File: src/rtl/pc_pkg.sv
// Shared types and constants for the execute-stage PC redirect logic.
package pc_pkg;

    localparam int XLEN_D = 32;

    // Fetch PC multiplexer selector encoding.
    typedef enum logic [1:0] {
        PC_PLUS4  = 2'b00,
        PC_JALR   = 2'b01,
        PC_BRANCH = 2'b10,
        PC_JAL    = 2'b11
    } pc_src_t;

    // Conditional branch funct3 encodings.
    localparam logic [2:0] BR_BEQ  = 3'b000;
    localparam logic [2:0] BR_BNE  = 3'b001;
    localparam logic [2:0] BR_BLT  = 3'b100;
    localparam logic [2:0] BR_BGE  = 3'b101;
    localparam logic [2:0] BR_BLTU = 3'b110;
    localparam logic [2:0] BR_BGEU = 3'b111;

endpackage

File: src/rtl/branch_cond_gen.sv
// Combinational branch condition evaluation: funct3 + operands -> taken.
module branch_cond_gen
    import pc_pkg::*;
#(
    parameter int XLEN = XLEN_D
) (
    input  logic [2:0]      funct3,
    input  logic [XLEN-1:0] rs1,
    input  logic [XLEN-1:0] rs2,
    output logic            taken
);

    // Select the compare selected by funct3; reserved encodings never take.
    always_comb begin
        taken = 1'b0;
        case (funct3)
            BR_BEQ:  taken = (rs1 == rs2);
            BR_BNE:  taken = (rs1 != rs2);
            BR_BLT:  taken = ($signed(rs1) <  $signed(rs2));
            BR_BGE:  taken = ($signed(rs1) >= $signed(rs2));
            BR_BLTU: taken = (rs1 <  rs2);
            BR_BGEU: taken = (rs1 >= rs2);
            default: taken = 1'b0;
        endcase
    end

endmodule

File: src/rtl/pc_redirect_unit.sv
// Execute-stage control-flow resolver. Computes jump/branch targets, issues
// zero-latency redirects when fetch is ready, holds a redirect while fetch is
// stalled, flags misaligned targets and counts applied redirects.
module pc_redirect_unit
    import pc_pkg::*;
#(
    parameter int XLEN  = XLEN_D,
    parameter int CNT_W = 16
) (
    input  logic             clk,
    input  logic             rst_n,
    input  logic             fetch_ready,
    input  logic             ex_valid,
    input  logic             ex_is_branch,
    input  logic             ex_is_jal,
    input  logic             ex_is_jalr,
    input  logic [2:0]       ex_funct3,
    input  logic [XLEN-1:0]  ex_pc,
    input  logic [XLEN-1:0]  ex_rs1,
    input  logic [XLEN-1:0]  ex_rs2,
    input  logic [XLEN-1:0]  ex_imm_b,
    input  logic [XLEN-1:0]  ex_imm_j,
    input  logic [XLEN-1:0]  ex_imm_i,
    output logic [1:0]       pc_source,
    output logic [XLEN-1:0]  jalr,
    output logic [XLEN-1:0]  branch,
    output logic [XLEN-1:0]  jal,
    output logic             pc_write,
    output logic             flush,
    output logic             misalign,
    output logic [CNT_W-1:0] redir_cnt
);

    typedef enum logic {
        ST_IDLE = 1'b0,
        ST_PEND = 1'b1
    } redir_state_t;

    logic              taken_s;
    logic [XLEN-1:0]   tgt_jal_s;
    logic [XLEN-1:0]   tgt_br_s;
    logic [XLEN-1:0]   jalr_sum_s;
    logic [XLEN-1:0]   tgt_jalr_s;
    pc_src_t           kind_s;
    logic [XLEN-1:0]   sel_tgt_s;
    logic              req_s;
    logic              apply_s;

    redir_state_t      state_r;
    pc_src_t           lat_src_r;
    logic [XLEN-1:0]   lat_jal_r;
    logic [XLEN-1:0]   lat_br_r;
    logic [XLEN-1:0]   lat_jalr_r;
    logic [CNT_W-1:0]  cnt_r;
    logic              flush_r;

    branch_cond_gen #(.XLEN(XLEN)) u_cond (
        .funct3 (ex_funct3),
        .rs1    (ex_rs1),
        .rs2    (ex_rs2),
        .taken  (taken_s)
    );

    // Target adders; JALR clears bit 0 of the sum.
    always_comb begin
        tgt_jal_s  = ex_pc + ex_imm_j;
        tgt_br_s   = ex_pc + ex_imm_b;
        jalr_sum_s = ex_rs1 + ex_imm_i;
        tgt_jalr_s = {jalr_sum_s[XLEN-1:1], 1'b0};
    end

    // Classify the EX instruction with JAL > JALR > BRANCH priority.
    always_comb begin
        kind_s    = PC_PLUS4;
        sel_tgt_s = {XLEN{1'b0}};
        if (ex_is_jal) begin
            kind_s    = PC_JAL;
            sel_tgt_s = tgt_jal_s;
        end else if (ex_is_jalr) begin
            kind_s    = PC_JALR;
            sel_tgt_s = tgt_jalr_s;
        end else if (ex_is_branch && taken_s) begin
            kind_s    = PC_BRANCH;
            sel_tgt_s = tgt_br_s;
        end else begin
            kind_s    = PC_PLUS4;
            sel_tgt_s = {XLEN{1'b0}};
        end
        req_s = ex_valid && (kind_s != PC_PLUS4);
    end

    // Fetch-facing outputs: live inputs in IDLE, latched copy in PEND, quiet in reset.
    always_comb begin
        pc_source = PC_PLUS4;
        pc_write  = 1'b0;
        misalign  = 1'b0;
        apply_s   = 1'b0;
        jal       = tgt_jal_s;
        branch    = tgt_br_s;
        jalr      = tgt_jalr_s;
        if (!rst_n) begin
            pc_source = PC_PLUS4;
        end else if (state_r == ST_PEND) begin
            pc_source = lat_src_r;
            pc_write  = fetch_ready;
            apply_s   = fetch_ready;
            jal       = lat_jal_r;
            branch    = lat_br_r;
            jalr      = lat_jalr_r;
        end else begin
            pc_write = fetch_ready;
            if (req_s && sel_tgt_s[1]) begin
                misalign = 1'b1;
            end else if (req_s) begin
                pc_source = kind_s;
                apply_s   = fetch_ready;
            end else begin
                pc_source = PC_PLUS4;
            end
        end
    end

    // Redirect FSM: capture a stalled redirect and replay it once fetch is ready.
    always_ff @(posedge clk or negedge rst_n) begin
        if (!rst_n) begin
            state_r    <= ST_IDLE;
            lat_src_r  <= PC_PLUS4;
            lat_jal_r  <= {XLEN{1'b0}};
            lat_br_r   <= {XLEN{1'b0}};
            lat_jalr_r <= {XLEN{1'b0}};
        end else begin
            case (state_r)
                ST_IDLE: begin
                    if (req_s && !sel_tgt_s[1] && !fetch_ready) begin
                        state_r    <= ST_PEND;
                        lat_src_r  <= kind_s;
                        lat_jal_r  <= tgt_jal_s;
                        lat_br_r   <= tgt_br_s;
                        lat_jalr_r <= tgt_jalr_s;
                    end else begin
                        state_r <= ST_IDLE;
                    end
                end
                ST_PEND: begin
                    if (fetch_ready) begin
                        state_r <= ST_IDLE;
                    end else begin
                        state_r <= ST_PEND;
                    end
                end
                default: state_r <= ST_IDLE;
            endcase
        end
    end

    // One-cycle flush after each applied redirect, plus a saturating redirect count.
    always_ff @(posedge clk or negedge rst_n) begin
        if (!rst_n) begin
            flush_r <= 1'b0;
            cnt_r   <= {CNT_W{1'b0}};
        end else begin
            flush_r <= apply_s;
            if (apply_s && (cnt_r != {CNT_W{1'b1}})) begin
                cnt_r <= cnt_r + {{(CNT_W-1){1'b0}}, 1'b1};
            end else begin
                cnt_r <= cnt_r;
            end
        end
    end

    assign flush     = flush_r;
    assign redir_cnt = cnt_r;

endmodule

File: config.mk
export PLATFORM = sky130hd
export DESIGN_NAME = pc_redirect_unit
export DESIGN_NICKNAME = d
export VERILOG_FILES = /design/src/rtl/pc_pkg.sv /design/src/rtl/branch_cond_gen.sv /design/src/rtl/pc_redirect_unit.sv
export SDC_FILE = /design/constraint.sdc
export NUM_CORES = 1
export LEC_CHECK = 0
export ABC_CLOCK_PERIOD_IN_PS = 7600
export CELL_PAD_IN_SITES_DETAIL_PLACEMENT = 2
export CELL_PAD_IN_SITES_GLOBAL_PLACEMENT = 2
export CORE_ASPECT_RATIO = 1.4
export CORE_MARGIN = 5
export CORE_UTILIZATION = 30
export DETAILED_ROUTE_END_ITERATION = 10
export GPL_TIMING_DRIVEN = 1
export PLACE_DENSITY_LB_ADDON = 0.1
export SYNTH_ARGS = -nofsm -noshare
export SYNTH_HDL_FRONTEND = slang
export SYNTH_SLANG_ARGS = --single-unit
File: constraint.sdc
create_clock -name clk -period 7.6 [get_ports clk]
set_input_delay 0.76 -clock clk [delete_from_list [all_inputs] [get_ports clk]]
set_output_delay 0.76 -clock clk [all_outputs]
set_load 0.02 [all_outputs]
==> flow_summary.toml <==
[sta]
setup_viol = 0
max_freq_ghz = 0.165
min_period_ns = 6.07
finalHoldViolations = 0
timing.final.max_slew_violations = 0
share_of_the_cycle_needed_by_the_critical_path_after_routing_pct = 79.9
rsz0062_at_grt = "no"
clock-skew-final_ns = 0.00800
tightestPinTransition_ns = 1.07
final.setup.tns_ns = 0
worst_relative_slew_slack_pct = 28.9

[final_layout]
num-fill-cells = 4059
layout.core_utilization_pct = 41.7
layout.cells.most_common = "sky130_fd_sc_hd__clkdlybuf4s50_1"
syn_to_final_growth_pct = 38.3
final_net_count = 1934
most-common-layout-cells = "sky130_fd_sc_hd__clkdlybuf4s50_1, sky130_fd_sc_hd__nand2_1, sky130_fd_sc_hd__ha_1, sky130_fd_sc_hd__dfrtp_1, sky130_fd_sc_hd__a21oi_1"
post_route_cells_drive_above_1_share_pct = 9.46

[clock_network]
clk_pin_slew_worst_paths_ns = 0.06
cts_root_buf = "sky130_fd_sc_hd__clkbuf_16"
clk-insertion-delay-late_ns = 0.44
cts_repair_resize_count = 0
tritoncts_clock_tree = "built"
tritoncts_buffers = 17
cts.sink_count = 115
cts.hold.buffers_added = 0
cts_setup_buffers = 0
clk_path_buf_depth = 2
h-tree-depth = 4

[global_route]
first_pass_grt_wire_length_mm = 66.3
grt_max_degree = 83
first_global_vias = 12400
globalRoute.totalOverflow = 0
grt_antenna_before_repair = 4
grt_use_total_pct = 20.5

[power_and_ir_drop]
switchingPower_mw = 1.26
swShare_pct = 37.3
power.density_cell_area_nw_per_um2 = 222
p_leak_nw = 6.94
vdd_drop_max_v = 0.0000924
seq_power_share_pct = 29.8
internal-power_mw = 2.13
power.share.combinational_pct = 45.8
p_clk_share_pct = 24.5

[setup_path]
crit_path_end_kind = "primary output"
worst-setup-path-type = "in -> out"
critPathLaunchType = "input port"
cp_data_required_time_ns = 6.84
worst-endpoint-arrival_ns = 5.31
path_max_fanout = 3

[run_status]
run_status = "finished clean"

[synth]
synth-compound-area-share_pct = 18.0
synth-xor-area-share_pct = 7.62
ys_seq_area_share_pct = 26.1
yosys.area_share.simple_pct = 18.9
postSynthRegisterBits = 115
syn_nets = 1629
synth_enable_flop_cells = 0
yosys_warnings = 0
synth.largest_area_cell = "sky130_fd_sc_hd__dfrtp_1"
post_synthesis_cell_area_sq_um = 11000
synth_ff_type = "sky130_fd_sc_hd__dfrtp_1"
post_synth_inst_count = 1299
syn_area_per_cell_sq_um = 8.49
dominant_combinational_cell_family_by_area_after_synthesis = "simple AND/OR/NAND/NOR gates"
synthMuxAreaShare_pct = 10.9
post_synth_num_cell_types = 76
ys_async_sr_fraction_pct = 100
synth_adder_area_share_pct = 14.7
synthDominantCellAreaShare_pct = 26.1
synth.area.top_cells = "sky130_fd_sc_hd__dfrtp_1, sky130_fd_sc_hd__ha_1, sky130_fd_sc_hd__nand2_1, sky130_fd_sc_hd__mux2_2, sky130_fd_sc_hd__xnor2_1"

[min_path]
tightest_hold_check_type = "in -> async"

[route]
first_pass_iters = 4
viasPerCell = 5.23
num_vias = 10900
detail_route.wirelength_mm = 42.5
ant_nets = 0
drt-wirelength-per-cell_um = 20.4
drt_iter0_drc = 290
drc = 0

[placement]
place_congestion = 0.826
placement.io_buffers = 317
detailedPlacementHpwl_mm = 33.5

[floorplan]
floorplan.die_area_sq_um = 40800
horizontal_die_dimension_um = 172
initial_core_util_pct = 30.2
floorplan.rows = 83
chipHeight_um = 237
core-area_sq_um = 36600
io_pins = 319

[job]
drv.max_cap_violation_count = 0
==> kinds of logic after synthesis <==
family                   count (synthesis)
buffers and inverters                   98
AO/OA/AOI/OAI                          302
adder cells (fa/ha/maj)                128
other                                    1
flip-flops                             115
multiplexers                           103
XOR/XNOR                                96
AND/OR/NAND/NOR                        456
==> Yosys cell counts, types with 4 or more instances <==
master                     count
sky130_fd_sc_hd__xor2_1       40
sky130_fd_sc_hd__ha_1        125
sky130_fd_sc_hd__and4_1        5
sky130_fd_sc_hd__o21a_1       15
sky130_fd_sc_hd__nor4_1        8
sky130_fd_sc_hd__nand2b_1     13
sky130_fd_sc_hd__or3_1        10
sky130_fd_sc_hd__a221oi_1      4
sky130_fd_sc_hd__nor2b_1      11
sky130_fd_sc_hd__o31a_1        4
sky130_fd_sc_hd__mux2_2       81
sky130_fd_sc_hd__mux2_4       13
sky130_fd_sc_hd__xnor2_1      56
sky130_fd_sc_hd__dfrtp_1     115
sky130_fd_sc_hd__a211oi_1     14
sky130_fd_sc_hd__a21o_1       46
sky130_fd_sc_hd__nor3_1       14
sky130_fd_sc_hd__nor2_1       63
sky130_fd_sc_hd__a31o_2        4
sky130_fd_sc_hd__clkbuf_1     19
sky130_fd_sc_hd__o21bai_1      9
sky130_fd_sc_hd__o31ai_1       5
sky130_fd_sc_hd__nand3_1      22
sky130_fd_sc_hd__and3_1       18
sky130_fd_sc_hd__inv_1        63
sky130_fd_sc_hd__buf_6         5
sky130_fd_sc_hd__o21ai_0      56
sky130_fd_sc_hd__nand2_1     255
sky130_fd_sc_hd__nand4_1      12
sky130_fd_sc_hd__and2_1        9
sky130_fd_sc_hd__a31oi_1       6
sky130_fd_sc_hd__a211o_1       4
sky130_fd_sc_hd__mux2i_1       9
sky130_fd_sc_hd__o41ai_1       4
sky130_fd_sc_hd__buf_2         8
sky130_fd_sc_hd__a21oi_1      95
==> flip-flops by register name (all words and copies together) (netlist names) <==
name,flops
state_r,1
lat_src_r,2
flush,1
lat_jal_r,32
redir_cnt,16
lat_jalr_r,31
lat_br_r,32
==> per-layer routing <==
metal  up-vias  track usage (%)  part of all wire [%]
met2       211             39.5                    54
met4         2             5.60                   2.1
met1      5419             22.5                    40
met5         -                0                 0.042
met3        40             3.57                   3.9
li1       5234                -                     -
==> power groups by stage <==
stage / Sequential, mW / Clock, mW / Combinational [mW]
floorplan: 0.988 / 0 / 0.950
global placement: 0.999 / 0 / 1.53
detailed placement: 1.02 / 0 / 1.57
CTS: 1.01 / 0.860 / 1.58
global route: 1.04 / 0.882 / 1.69
finish: 1.01 / 0.830 / 1.55
==> cell type report <==
class                   count  area (sq um)  area share [%]
multi-input cells        1086          7750            50.8
repair buffers            321          3220            21.1
flip-flops and latches    115          2880            18.9
well taps                 467           584            3.83
clock buffers              17           425            2.79
inverters                  63           236            1.55
clock inverters            15           158            1.03
diodes                      3          7.51          0.0492
==> through the flow <==
stage	power [mW]	std cells	hold WS, ns	instance area (sq um)	setup WS (ns)
3_3_place_gp	2.53	2052	0.475	14700	1.62
5_1_grt	3.62	2087	0.416	15300	1.23
6_report	3.39	2087	0.374	15300	1.53
3_5_place_dp	2.59	2052	0.490	14700	1.45
4_1_cts	3.45	2084	0.409	15200	1.40
2_1_floorplan	1.94	1299	0.464	11000	3.28
==> final timing paths <==
kind | start | end | slack [ns] | depth (start not counted)
hold / removal | rst_n | lat_src_r[1] | 0.37 | 1
max in group asynchronous | rst_n | lat_jalr_r[24] | 6.10 | 2
setup reg to reg | state_r | lat_jal_r[0] | 5.16 | 4
hold reg to reg | redir_cnt[5] | redir_cnt[5] | 0.50 | 1
setup / recovery | ex_rs1[0] | jalr[30] | 1.53 | 14
min in group clk | redir_cnt[5] | redir_cnt[5] | 0.50 | 1
==> worst max-delay path, cell delays in order <==
cell and delay (ns):
sky130_fd_sc_hd__clkdlybuf4s50_1 0.46, sky130_fd_sc_hd__and2_1 0.20, sky130_fd_sc_hd__fa_1 0.42, sky130_fd_sc_hd__a211oi_1 0.27, sky130_fd_sc_hd__nor2_1 0.11, sky130_fd_sc_hd__o41ai_1 0.67, sky130_fd_sc_hd__o211ai_1 0.34, sky130_fd_sc_hd__a222oi_1 0.40
sky130_fd_sc_hd__a21oi_1 0.23, sky130_fd_sc_hd__a211o_1 0.32, sky130_fd_sc_hd__a21oi_1 0.17, sky130_fd_sc_hd__xnor2_1 0.15, sky130_fd_sc_hd__mux2_2 0.18, sky130_fd_sc_hd__clkdlybuf4s50_1 0.60
Power figures use the tool's default switching activity.
